### config.mk
export PLATFORM = sky130hd
export DESIGN_NAME = audio_i2s_sink
export DESIGN_NICKNAME = d
export VERILOG_FILES = /design/src/rtl/audio_i2s_sink.sv
export SDC_FILE = /design/constraint.sdc
export NUM_CORES = 1
export LEC_CHECK = 0
export ABC_AREA = 1
export CAP_MARGIN = 20
export CORE_MARGIN = 5
export CORE_UTILIZATION = 25
export DETAILED_ROUTE_END_ITERATION = 12
export GPL_TIMING_DRIVEN = 0
export SLEW_MARGIN = 20
export SYNTH_ARGS = -nofsm -noshare
export SYNTH_HDL_FRONTEND = slang
export SYNTH_SLANG_ARGS = --single-unit
### constraint.sdc
create_clock -name clk -period 3.1 [get_ports clk]
set_clock_uncertainty 0.1 [all_clocks]
set_input_delay 0.31 -clock clk [delete_from_list [all_inputs] [get_ports clk]]
set_output_delay 0.31 -clock clk [all_outputs]
set_load 0.01 [all_outputs]
### src/rtl/audio_i2s_sink.sv
// audio_i2s_sink: mono PCM stream sink that buffers samples in a small FIFO
// and serialises each one to an I2S DAC, duplicated on the left and right slots.
// Optional build macro AUDIO_UNDERRUN_CNT_EN adds a saturating 16-bit
// underrun_count diagnostic output.
//
// Handshake: a sample is accepted on any posedge where sample_valid is high
// and both ready outputs are high. Ready is simply !fifo_full. A sample offered
// while ready is low is dropped. There is no stall and no error flag.
module audio_i2s_sink #(
  parameter int FIFO_DEPTH = 4,
  parameter int BCLK_DIV   = 98
) (
  input  logic        clk,
  input  logic        reset,
  input  logic [15:0] sample_data,
  input  logic        sample_valid,
  output logic        left_chan_ready,
  output logic        right_chan_ready,
  output logic        aud_bclk,
  output logic        aud_lrck,
  output logic        aud_sdata,
  output logic        underrun
`ifdef AUDIO_UNDERRUN_CNT_EN
  ,
  output logic [15:0] underrun_count
`endif
);

  localparam int AW = (FIFO_DEPTH > 1) ? $clog2(FIFO_DEPTH) : 1;
  localparam int CW = AW + 1;
  localparam int DW = (BCLK_DIV > 1) ? $clog2(BCLK_DIV) : 1;

  logic [DW-1:0] div_cnt;
  logic          div_tc;
  logic          fall_evt;
  logic [4:0]    bit_idx;
  logic [4:0]    next_idx;
  logic          frame_start;
  logic [31:0]   shift_reg;
  logic [31:0]   load_word;

  logic [15:0]   mem [FIFO_DEPTH];
  logic [AW-1:0] wr_ptr;
  logic [AW-1:0] rd_ptr;
  logic [CW-1:0] count;
  logic          full;
  logic          empty;
  logic          push;
  logic          pop;

  // Bit-clock timing and frame event decode
  assign div_tc      = (div_cnt == DW'(BCLK_DIV - 1));
  assign fall_evt    = div_tc & aud_bclk;
  assign next_idx    = bit_idx + 5'd1;
  assign frame_start = fall_evt & (bit_idx == 5'd31);

  // FIFO status; the frame-start pop reads the head before any same-cycle push
  assign full             = (count == CW'(FIFO_DEPTH));
  assign empty            = (count == '0);
  assign left_chan_ready  = ~full;
  assign right_chan_ready = ~full;
  assign push             = sample_valid & ~full;
  assign pop              = frame_start & ~empty;
  assign load_word        = empty ? 32'h0 : {mem[rd_ptr], mem[rd_ptr]};

  // Free-running BCLK divider: toggle aud_bclk every BCLK_DIV clk cycles
  always_ff @(posedge clk or negedge reset) begin
    if (!reset) begin
      div_cnt  <= '0;
      aud_bclk <= 1'b0;
    end else if (div_tc) begin
      div_cnt  <= '0;
      aud_bclk <= ~aud_bclk;
    end else begin
      div_cnt  <= div_cnt + DW'(1);
    end
  end

  // FIFO storage; contents need no reset because occupancy is tracked separately
  always_ff @(posedge clk) begin
    if (push) begin
      mem[wr_ptr] <= sample_data;
    end
  end

  // FIFO pointers and occupancy
  always_ff @(posedge clk or negedge reset) begin
    if (!reset) begin
      wr_ptr <= '0;
      rd_ptr <= '0;
      count  <= '0;
    end else begin
      if (push) wr_ptr <= wr_ptr + AW'(1);
      if (pop)  rd_ptr <= rd_ptr + AW'(1);
      case ({push, pop})
        2'b10:   count <= count + CW'(1);
        2'b01:   count <= count - CW'(1);
        default: count <= count;
      endcase
    end
  end

  // Serialiser: all data/LRCK updates happen on BCLK falling events
  always_ff @(posedge clk or negedge reset) begin
    if (!reset) begin
      bit_idx   <= 5'd31;
      shift_reg <= 32'h0;
      aud_lrck  <= 1'b0;
      aud_sdata <= 1'b0;
      underrun  <= 1'b0;
    end else begin
      underrun <= 1'b0;
      if (fall_evt) begin
        bit_idx  <= next_idx;
        // LRCK leads each slot MSB by one BCLK (standard I2S)
        aud_lrck <= (next_idx >= 5'd15) && (next_idx <= 5'd30);
        if (frame_start) begin
          aud_sdata <= load_word[31];
          shift_reg <= {load_word[30:0], 1'b0};
          underrun  <= empty;
        end else begin
          aud_sdata <= shift_reg[31];
          shift_reg <= {shift_reg[30:0], 1'b0};
        end
      end
    end
  end

`ifdef AUDIO_UNDERRUN_CNT_EN
  // Saturating count of frames that started with no sample available
  always_ff @(posedge clk or negedge reset) begin
    if (!reset) begin
      underrun_count <= 16'h0;
    end else if (frame_start && empty && (underrun_count != 16'hFFFF)) begin
      underrun_count <= underrun_count + 16'd1;
    end
  end
`endif

endmodule

== Yosys cells after proc, flatten, opt, wreduce, memory -nomap -nowiden ==
Memories as Yosys holds them, arrays and structs flattened.
Index checks and enable logic that the tools add are counted.

* Input port bits: 19
* RAM bits: 64
* Memories: 1
* Output and inout port bits: 6
* Bits in registers: 55
* Logic and storage cells: 43

{| class="wikitable"
|+ Memory list
! memory !! words !! width !! rd ports !! clocked after Yosys merged registers in !! write ports !! RTL line !! text
|-
| mem || 4 || 16 || 1 || 0 || 1 || 42 || <nowiki>logic [15:0] mem [FIFO_DEPTH];</nowiki>
|}

* Eq/ne operators: 5
* Bitwise operators: 7
* Mux-type cells: 9
* $add $sub $neg: 6
* Order comparisons: 2
* Reduce and logical (&&, ||, !) cells: 3

{| class="wikitable"
|+ Operators with widths
! kind !! count
|-
| 2-to-1 mux 32 bit || 2
|-
| adder 7 x 1 -> 7 bit (second input constant) || 1
|-
| == test 7 bit (second input constant) || 1
|-
| 2-to-1 mux 7 bit || 1
|-
| one-hot mux 3 bit (2 select lines) || 1
|-
| adder 5 x 1 -> 5 bit (second input constant) || 1
|-
| == test 5 bit (second input constant) || 1
|-
| greater-or-equal comparator 5 x 4 -> 1 bit (second input constant) || 1
|-
| <= comparator 5 bit (second input constant) || 1
|-
| 2-to-1 mux 1 bit || 5
|-
| adder 2 x 1 -> 2 bit (second input constant) || 2
|-
| AND 1 bit || 4
|-
| adder 3 x 1 -> 3 bit (second input constant) || 1
|-
| == test 3 bit (second input constant) || 1
|-
| zero test 3 bit || 1
|-
| NOT 1 bit || 3
|-
| subtractor 3 x 1 -> 3 bit (second input constant) || 1
|-
| == test 2 x 1 -> 1 bit (second input constant) || 1
|-
| == test 2 bit (second input constant) || 1
|-
| nonzero test 2 bit || 1
|-
| logical AND 1 bit || 1
|}

== Depth between registers and ports, before layout ==
* Depth after elaboration: 6
* Depth in mapped cells: 14
* Mapped depth without buffers: 14

== Worst setup path before layout ==
OpenSTA, ideal clock, no wires.

* Path kind: register to register
* From: reg bit_idx[0]
* To: reg count[2]
* Clock period less this slack: 2.697 ns
* Library setup time: 0.131 ns
* Path buffers: 0
* Setup slack: 0.403 ns
* Stages on the path, launching flop included: 15
* Data required time: 2.869 ns
* Arrival time: 2.467 ns
* Path through: dfstp_2 -> ha_1 -> nand2_1 -> nor2_1 -> ha_1 -> clkinv_1 -> nor2_8 -> nand2_1 -> inv_1 -> ha_1 -> inv_1 -> fa_1 -> a21oi_1 -> o21ai_0 -> xor2_1

* Cells in the longest elaborated chain, start to end: 5
* Elaborated cells between the ends (all ways): 7
* Classes of those cells: eq/ne (3); mux (1); bitwise (2); reduce/logical (1)

{| class="wikitable"
|+ Ends and longest elaborated chain
! element !! RTL line !! text
|-
| start, declared || 36 || <nowiki>logic [4:0] bit_idx;</nowiki>
|-
| start signal, assigned || 114 || <nowiki>bit_idx <= next_idx;</nowiki>
|-
| == test 5 bit * || 55 || <nowiki>assign frame_start = fall_evt & (bit_idx == 5'd31);</nowiki>
|-
| AND 1 bit * || 55 ||
|-
| AND 1 bit * || 63 || <nowiki>assign pop = frame_start & ~empty;</nowiki>
|-
| via pop || 49 || <nowiki>logic pop;</nowiki>
|-
| == test 2 x 1 -> 1 bit or == test 2 bit (tied branches) || 95 || <nowiki>case ({push, pop})</nowiki>
|-
| one-hot mux 3 bit (2 select lines) or nonzero test 2 bit (tied branches) || - ||
|-
| end signal, assigned || 96 || <nowiki>2'b10: count <= count + CW'(1);</nowiki>
|-
| end signal, assigned || 97 || <nowiki>2'b01: count <= count - CW'(1);</nowiki>
|-
| end signal, assigned || 98 || <nowiki>default: count <= count;</nowiki>
|-
| end, declared || 45 || <nowiki>logic [CW-1:0] count;</nowiki>
|}

Mark *: on every way through the listed nets, which the timed path passes. The rest lies on a longest branch.
A chain may end at the register's enable or synchronous reset.

== Worst setup path after layout ==
Same ends and word-level chain as after synthesis.

==> flow_summary.yaml <==
critical_path:
  crit_cells: 14
  end_kind: "register"
  critPathBufInv: 3
  worstPathMaxFanout: 8
  cpPeakStageDelay_ns: 0.57
  cp-start-kind: "register"
  crit_chain: "ha_1 -> nand2_1 -> nor2_1 -> ha_1 -> clkinvlp_4 -> nor2_8 -> nand2_2 -> inv_1 -> ha_1 -> inv_1 -> fa_1 -> a21oi_1 -> o21ai_0 -> xor2_1"
  cpMostUsedCell: "ha_1"
  cp.arrival_ns: 3.04
  required_ns: 3.29
  cpMaxStageDelayCell: "dfstp_2"
  path_class: "register to register"
  r2r_cells: 14
  crit_family: "adder cells"
routing:
  wl_per_cell_um: 12.0
  vias: 3585
  drtIter0Drc: 193
  viasPerCell: 4.08
  post-route-drc-count: 0
  dr.pass1.iters: 4
  final_antenna_net_count: 0
  drt_wl_total_mm: 10.6
synth:
  yosysUniqueCellTypes: 27
  yosys_warnings: 0
  netlist_instances: 540
  syn_area_um2: 5300
  synth_seq_cells: 118
  avgSynthCellArea_um2: 9.81
  ys_seq_area_frac: 0.619
  syn_nets: 571
sta:
  period_needed_ns: 2.85
  slew_headroom: 0.537
  tns_ns: 0
  maxSlewViolCount: 0
  setup_viol: 0
  fmax_mhz: 351
  worst_slew_pin_slew_ns: 0.695
  worst_slack_ns: 0.253
  hold_violations: 0
  grt_setup_unrepaired: "false"
  fin_crit_sh: 0.918
global_route:
  grt_usage: 0.0927
  antenna_found_initial: 0
  overflow: 0
  grt_pass1_vias: 3502
  grt_max_degree: 55
  grt_pass1_wl_mm: 17.6
die:
  ios: 25
  fp.dieW_um: 156
  die_y_um: 156
  num_rows: 53
  die_area_um2: 24200
  initial_core_util: 0.253
  fp.coreArea_um2: 21000
cells_and_area:
  drive_gt1_frac: 0.128
  nets: 621
  syn2layout_area_growth_pct: 24.2
  antenna_cells: 0
  largest_reg_flops: 64
  mostFrequentLayoutCell: "inv_1"
  layout_common_cells: "87 x inv_1, 76 x nor2_1, 70 x nand2_1"
  nFillCells: 2174
outcome:
  status: "complete, no violations"
hold_path:
  hp-class: "register to register"
  holdPathStages: 1
power_and_ir_drop:
  p_per_area_nw_per_um2: 564
  worst_ir_drop_vdd_mv: 0.414
  p_leak_uw: 0.00282
clocking:
  htree_levels: 4
  cts_made_buffers: 17
  clk_pin_slew_ns: 0.06
  max-clock-path-buffers: 2
  cts_tree: "done"
  cts_sinks: 118
  root_buffer: "clkbuf_16"
  clock_latency_ns: 0.41
placement:
  gp_congestion: 0.713
  io_buffer_count: 24
  place_ws_ns: 0.138
  dp_hpwl_mm: 7.20
job:
  maxCapViolations: 0
stage by stage:
step | utilization | cells | power [µW] | hold WS, ns | instance area (µm²)
3_3_place_gp | 0.281 | 839 | 1730 | 0.354 | 5880
4_1_cts | 0.313 | 876 | 3750 | 0.374 | 6560
5_1_grt | 0.314 | 878 | 3830 | 0.388 | 6580
6_report | 0.314 | 878 | 3710 | 0.375 | 6580
2_1_floorplan | - | 540 | 1690 | -0.0856 | 5300
3_5_place_dp | 0.284 | 843 | 1730 | 0.305 | 5940
Yosys cell counts (all sizes together):
master,n,area (µm²)
nor3,6,30.0
a21oi,65,325
nor2,83,338
buf,10,58.8
dfstp,5,131
dfrtp,49,1230
edfxtp,64,1920
nand3,25,188
clkinv,1,3.75
inv,88,330
fa,1,20.0
xnor2,2,17.5
clkbuf,13,51.3
xor2,6,52.6
nand4,1,6.26
ha,11,138
nand2,71,267
o21ai,39,195
metal layers:
metal / track usage / vias to the layer above / part of all wire
li1: - / 1838 / -
met1: 0.120 / 1689 / 0.47
met2: 0.150 / 53 / 0.48
met3: 0.0280 / 5 / 0.038
met4: 0.0288 / 0 / 0.0066
met5: 0 / - / 0
cell families (layout without fill, tap and decap cells):
group	Yosys count	after routing	synth area share
simple gates	186	186	0.156
flops	118	118	0.619
buf+inv	112	175	0.0838
compound gates	104	104	0.0982
fa+ha+maj	12	12	0.0297
xor+xnor	8	8	0.0132
area by class of cell:
class,count,area (µm²),share of cell area
clock buffer,17,425,0.0646
sequential,118,3280,0.498
tap,275,344,0.0523
clock inverter,15,181,0.0276
multi-input combinational,310,1590,0.241
inverter,89,338,0.0513
timing repair buffer,31,315,0.0479
buffer,23,110,0.0167
final timing paths:
kind                       startpoint             to  slack [ns]
setup / recovery           bit_idx[0]       count[2]        0.25
hold / removal             div_cnt[6]     div_cnt[6]        0.37
setup reg to reg           bit_idx[0]       count[2]        0.25
hold reg to reg            div_cnt[6]     div_cnt[6]        0.37
max in group asynchronous       reset  shift_reg[28]        2.03
min in group asynchronous       reset     div_cnt[4]        0.40
where the power goes:
| group | total, µW | switching (µW) | internal (µW) | leakage (µW) |
|---|---|---|---|---|
| Sequential | 1660 | 0 | 1660 | 0.00128 |
| Clock | 2010 | 791 | 1220 | 0.000294 |
| Combinational | 45.5 | 24.8 | 20.6 | 0.00124 |
| Total | 3710 | 816 | 2900 | 0.00282 |
repair_timing:
action | CTS | global route
hold buffers | 1 | 0
setup buffers | 0 | 2
endpoints found under the setup margin | 0 | 1
resized for setup | 0 | 2
hold endpoints to repair | 49 | 0
(Power assumes the default switching activity.)
